[src/rtl/pc_redirect_unit_if.sv]
// Fetch-side bundle between the branch control/hazard logic, instruction
// memory and the PC redirect unit.
interface pc_redirect_unit_if;
  logic [1:0]  branch_sel;
  logic        resolve_valid;
  logic [31:0] branch_target;
  logic [31:0] jump_target;
  logic        stall;
  logic        imem_ready;
  logic [31:0] pc;
  logic        fetch_req;
  logic        flush_if_id;
  logic        flush_id_ex;
  logic        misalign_exc;

  // master: the PC redirect unit (owns pc and the fetch request)
  modport master (
    input  branch_sel, resolve_valid, branch_target, jump_target, stall, imem_ready,
    output pc, fetch_req, flush_if_id, flush_id_ex, misalign_exc
  );

  // slave: pipeline control and instruction memory side
  modport slave (
    output branch_sel, resolve_valid, branch_target, jump_target, stall, imem_ready,
    input  pc, fetch_req, flush_if_id, flush_id_ex, misalign_exc
  );
endinterface

[src/rtl/pc_redirect_unit.sv]
// PC generation with branch/jump redirect, pipeline flush and fetch request.
// Optional macro PC_MISALIGN_CHECK_EN traps misaligned redirect targets into HALT.
module pc_redirect_unit #(
  parameter logic [31:0] RESET_VECTOR = 32'h0000_0000,
  parameter int          PC_STEP      = 4
) (
  input  logic                  clk,
  input  logic                  rst_n,
  pc_redirect_unit_if.master    bus
);

  typedef enum logic [1:0] {
    BOOT     = 2'd0,
    RUN      = 2'd1,
    REDIRECT = 2'd2,
    HALT     = 2'd3
  } state_t;

  state_t      state_reg;
  logic [31:0] pc_reg;
  logic        taken;
  logic        run_taken;
  logic        fetch_req;
  logic [31:0] target_raw;
  logic [31:0] target_aligned;

  assign taken          = bus.resolve_valid && (bus.branch_sel != 2'b00);
  assign run_taken      = taken && (state_reg == RUN);
  assign target_raw     = bus.branch_sel[1] ? bus.jump_target : bus.branch_target;
  assign target_aligned = target_raw & ~32'h0000_0003;
  assign fetch_req      = (state_reg == RUN) && !bus.stall;

`ifdef PC_MISALIGN_CHECK_EN
  logic misaligned;
  logic misalign_exc_reg;

  assign misaligned = (target_raw[1:0] != 2'b00);

  always_ff @(posedge clk or negedge rst_n) begin
    if (!rst_n) begin
      state_reg        <= BOOT;
      pc_reg           <= RESET_VECTOR;
      misalign_exc_reg <= 1'b0;
    end else begin
      misalign_exc_reg <= 1'b0;
      case (state_reg)
        BOOT:     state_reg <= RUN;
        RUN: begin
          // A redirect wins over stall and abandons any unaccepted request.
          if (run_taken) begin
            if (misaligned) begin
              misalign_exc_reg <= 1'b1;
              state_reg        <= HALT;
            end else begin
              pc_reg    <= target_aligned;
              state_reg <= REDIRECT;
            end
          end else if (fetch_req && bus.imem_ready) begin
            pc_reg <= pc_reg + 32'(PC_STEP);
          end
        end
        REDIRECT: state_reg <= RUN;
        HALT:     state_reg <= HALT;
        default:  state_reg <= BOOT;
      endcase
    end
  end

  assign bus.misalign_exc = misalign_exc_reg;
`else
  always_ff @(posedge clk or negedge rst_n) begin
    if (!rst_n) begin
      state_reg <= BOOT;
      pc_reg    <= RESET_VECTOR;
    end else begin
      case (state_reg)
        BOOT:     state_reg <= RUN;
        RUN: begin
          // A redirect wins over stall and abandons any unaccepted request.
          if (run_taken) begin
            pc_reg    <= target_aligned;
            state_reg <= REDIRECT;
          end else if (fetch_req && bus.imem_ready) begin
            pc_reg <= pc_reg + 32'(PC_STEP);
          end
        end
        REDIRECT: state_reg <= RUN;
        default:  state_reg <= BOOT;
      endcase
    end
  end

  assign bus.misalign_exc = 1'b0;
`endif

  assign bus.pc          = pc_reg;
  assign bus.fetch_req   = fetch_req;
  assign bus.flush_if_id = run_taken;
  assign bus.flush_id_ex = run_taken;

endmodule

[src/flat_wrapper.sv]
// flat-port wrapper written by rule: the top's interface ports become plain ports
module pc_redirect_unit_flat 
#(
  parameter logic [31:0] RESET_VECTOR = 32'h0000_0000,
  parameter int          PC_STEP      = 4
)
  (clk, rst_n, bus_branch_sel, bus_resolve_valid, bus_branch_target, bus_jump_target, bus_stall, bus_imem_ready, bus_pc, bus_fetch_req, bus_flush_if_id, bus_flush_id_ex, bus_misalign_exc);
  pc_redirect_unit_if bus_i ();
  input  logic clk;
  input  logic rst_n;
  input wire logic [$bits(bus_i.branch_sel)-1:0] bus_branch_sel;
  input wire logic [$bits(bus_i.resolve_valid)-1:0] bus_resolve_valid;
  input wire logic [$bits(bus_i.branch_target)-1:0] bus_branch_target;
  input wire logic [$bits(bus_i.jump_target)-1:0] bus_jump_target;
  input wire logic [$bits(bus_i.stall)-1:0] bus_stall;
  input wire logic [$bits(bus_i.imem_ready)-1:0] bus_imem_ready;
  output wire logic [$bits(bus_i.pc)-1:0] bus_pc;
  output wire logic [$bits(bus_i.fetch_req)-1:0] bus_fetch_req;
  output wire logic [$bits(bus_i.flush_if_id)-1:0] bus_flush_if_id;
  output wire logic [$bits(bus_i.flush_id_ex)-1:0] bus_flush_id_ex;
  output wire logic [$bits(bus_i.misalign_exc)-1:0] bus_misalign_exc;
  assign bus_i.branch_sel = bus_branch_sel;
  assign bus_i.resolve_valid = bus_resolve_valid;
  assign bus_i.branch_target = bus_branch_target;
  assign bus_i.jump_target = bus_jump_target;
  assign bus_i.stall = bus_stall;
  assign bus_i.imem_ready = bus_imem_ready;
  assign bus_pc = bus_i.pc;
  assign bus_fetch_req = bus_i.fetch_req;
  assign bus_flush_if_id = bus_i.flush_if_id;
  assign bus_flush_id_ex = bus_i.flush_id_ex;
  assign bus_misalign_exc = bus_i.misalign_exc;
  pc_redirect_unit #(.RESET_VECTOR(RESET_VECTOR), .PC_STEP(PC_STEP)) u_core (.clk(clk), .rst_n(rst_n), .bus(bus_i));
endmodule
[config.mk]
export PLATFORM = sky130hd
export DESIGN_NAME = pc_redirect_unit_flat
export DESIGN_NICKNAME = d
export VERILOG_FILES = /design/src/rtl/pc_redirect_unit_if.sv /design/src/rtl/pc_redirect_unit.sv /design/src/flat_wrapper.sv
export SDC_FILE = /design/constraint.sdc
export NUM_CORES = 1
export LEC_CHECK = 0
export ABC_AREA = 0
export BUFFER_PORTS_ARGS = -buffer_cell sky130_fd_sc_hd__clkbuf_2
export CORE_MARGIN = 2
export CORE_UTILIZATION = 41
export CTS_CLUSTER_SIZE = 24
export DETAILED_ROUTE_END_ITERATION = 16
export PLACE_DENSITY = 0.68
export RECOVER_POWER = 50
export REMOVE_ABC_BUFFERS = 1
export SLEW_MARGIN = 25
export SYNTH_ARGS = -nofsm -noshare
export SYNTH_HDL_FRONTEND = slang
export SYNTH_SLANG_ARGS = --single-unit
[constraint.sdc]
create_clock -name clk -period 2.1 [get_ports clk]
set_input_delay 0.21 -clock clk [delete_from_list [all_inputs] [get_ports clk]]
set_output_delay 0.21 -clock clk [all_outputs]
set_load 0.02 [all_outputs]
==> flow_summary.yaml <==
clocking:
  cts_buffers: 5
  cts_tree: "done"
  cts_hold_buf: 0
  clkSlewWorstSetupHoldPaths_ns: 0.06
  clockBufferDepth: 2
  cts_sinks: 32
  worstSkewPairLatency_ns: 0.28
  root_buffer: "clkbuf_8"
  htree_levels: 2
  cts_resized: 0
  post_cts_buffers: 0
timing:
  rsz0062_at_grt: "no"
  worst_pin_slew_ns: 1.690
  finalCritPeriodShare_pct: 93.61
  relSlewSlack_pct: -12.67
  setup_violations: 0
  fin_crit_ns: 1.966
  fmax_ghz: 0.5087
  hold_viol: 0
  clock_skew_ns: 0.005403
  setup-tns-final_ns: 0
  slew_viol_final: 33
global_routing:
  grt_pass1_wl_mm: 8.652
  grt_util_all_layers_pct: 17.83
  grt_max_degree: 59
  antenna_found_initial: 0
  first_global_vias: 1948
  grt_overflow: 0
layout:
  instances_no_fill: 407
  final_net_count: 408
  largest_reg_flops: 30
  final_core_util_pct: 54.23
  drive_above_1_share_pct: 29.67
  syn2layout_area_growth_pct: 26.60
  n_antenna_cell: 0
placed_design:
  hpwlAfterDp_mm: 3.918
  io_buffers: 99
  routabilityCongestion: 0.7685
  dp.cells: 399
detailed_routing:
  drt_first_pass_iters: 4
  finalWirelength_mm: 5.491
  drc: 0
  viasPerCell: 5.494
  ant_nets: 0
  wl_per_cell_um: 13.49
  vias: 2236
  first_iter_violations: 74
yosys:
  syn_area_per_cell_um2: 8.971
  ys_ff_latch: 32
  yosys_warnings: 0
  ys_seq_area_share_pct: 36.14
  synthDistinctLibCells: 33
  syn_area_um2: 2216
  synthCells: 247
pwr:
  p_per_area_nw_per_um2: 943.5
  p_leak_nw: 1.146
  total_power_mw: 2.647
  ir_worst_vdd_v: 0.0003560
worst_setup_path:
  cp-start-kind: "register"
  crit_buf_inv: 0
  cpPeakStageDelay_ns: 0.59
  crit_slowest_cell: "or4_1"
  critPathArrivalTime_ns: 2.16
  path_cells: "and4bb_1, nand4_4, or4_1, a31oi_1"
  criticalPathCategory: "reg -> reg"
  cp_max_fo: 20
  cp-end-kind: "register"
  cp.required_ns: 2.30
  cp_top_family: "simple AND/OR/NAND/NOR gates"
run_status:
  outcome: "finished, violations left"
  violations: "capacitance limit, slew limit"
floorplanning:
  dieArea_um2: 6009
  die_h_um: 77.52
  die_w_um: 77.52
  row_count: 26
  ios: 107
  initial_core_util_pct: 42.84
  coreArea_um2: 5172
job:
  cap_violations: 1
min_path:
  min_path_type: "in -> reg"
## where the power goes
| group | internal [mW] | switching [mW] |
|---|---|---|
| Sequential | 0.811 | 0.256 |
| Combinational | 0.417 | 0.679 |
| Clock | 0.267 | 0.217 |
## worst reg2reg max path, cell delays in order, from the launching register on
cell	delay (ns)
dfrtp_1	0.38
and4bb_1	0.39
nand4_4	0.33
or4_1	0.59
a31oi_1	0.19
## area by class of cell
| class | count | area, um^2 |
|---|---|---|
| clock buffers | 8 | 90.09 |
| fillers | 489 | 2367 |
| inverters | 5 | 18.77 |
| multi-input cells | 187 | 1274 |
| flip-flops and latches | 32 | 800.8 |
| well taps | 70 | 87.58 |
| repair buffers | 105 | 534.3 |
## final timing paths
check | startpoint | endpoint | slack [ns] | cells after the start
max | u_core.state_reg[1] | u_core.bus.pc[25] | 0.13 | 4
min reg2reg | u_core.state_reg[0] | u_core.state_reg[0] | 0.49 | 1
min in group asynchronous | rst_n | u_core.bus.pc[30] | 0.35 | 1
min | bus_jump_target[7] | u_core.bus.pc[7] | 0.20 | 3
max reg2reg | u_core.state_reg[1] | u_core.bus.pc[25] | 0.13 | 4
max in group asynchronous | rst_n | u_core.bus.pc[15] | 0.76 | 1
## cell usage after synthesis
cell	instances	area (um^2)
dfrtp_1	32	800.8
and3_1	3	18.77
conb_1	1	3.750
o21ai_0	7	35.03
or4_1	16	120.1
buf_2	1	5.000
or3_1	5	31.28
nor2b_1	28	175.2
and2_1	2	12.51
nand2_1	12	45.04
nor4_1	1	6.260
and4_1	3	26.28
buf_6	3	33.78
buf_1	1	3.750
o31a_1	2	17.52
a21oi_1	7	35.03
nand4_4	2	42.54
buf_4	4	30.03
nand3_1	9	45.04
mux2i_1	3	30.03
a31oi_1	21	131.4
clkbuf_1	16	60.06
nand4_1	6	37.54
xnor2_1	1	8.760
and2b_1	2	15.01
a211oi_1	28	210.2
o21a_1	1	7.510
xor2_1	6	52.55
and4_4	1	11.26
ha_1	1	12.51
and4bb_1	1	12.51
o31ai_1	16	120.1
inv_1	5	18.77
## per-layer routing
metal	part of all wire, %	track usage, %
met5	0	0
met2	45	29.04
met1	46	22.84
met3	8.3	5.698
met4	0.97	4.821
## placed cells by master (no fill, tap or decap), drive strengths merged, types with 2 or more instances in the layout
cell | Yosys | layout
clkbuf | 16 | 107
dfrtp | 32 | 32
nor2b | 28 | 28
a211oi | 28 | 28
a31oi | 21 | 21
o31ai | 16 | 16
or4 | 16 | 16
nand2 | 12 | 12
nand3 | 9 | 9
nand4 | 8 | 8
o21ai | 7 | 7
a21oi | 7 | 7
xor2 | 6 | 6
buf | 9 | 6
inv | 5 | 5
or3 | 5 | 5
and4 | 4 | 4
and3 | 3 | 3
mux2i | 3 | 3
conb | 1 | 3
and2b | 2 | 2
and2 | 2 | 2
o31a | 2 | 2
## metrics by stage
step / hold WS [ns] / setup WS, ns / instance area [um^2]
2_1_floorplan: -0.08559 / -0.3914 / 2091
4_1_cts: 0.04380 / 0.1079 / 2824
6_report: 0.2009 / 0.1341 / 2805
5_1_grt: 0.2165 / 0.02080 / 2805
3_3_place_gp: 0.3477 / 0.1922 / 2734
3_5_place_dp: 0.3398 / 0.1262 / 2734
## logic make-up (layout without fill, tap and decap cells)
family	after synthesis	count (layout)	share of synthesized area, %
simple gates	91	91	27.05
other cells	1	3	0.1692
compound gates	82	82	25.13
flops	32	32	36.14
mux	3	3	1.355
xor+xnor	7	7	2.767
buf+inv	30	118	6.832
fa+ha+maj	1	1	0.5646
Power figures use the tool's default switching activity.
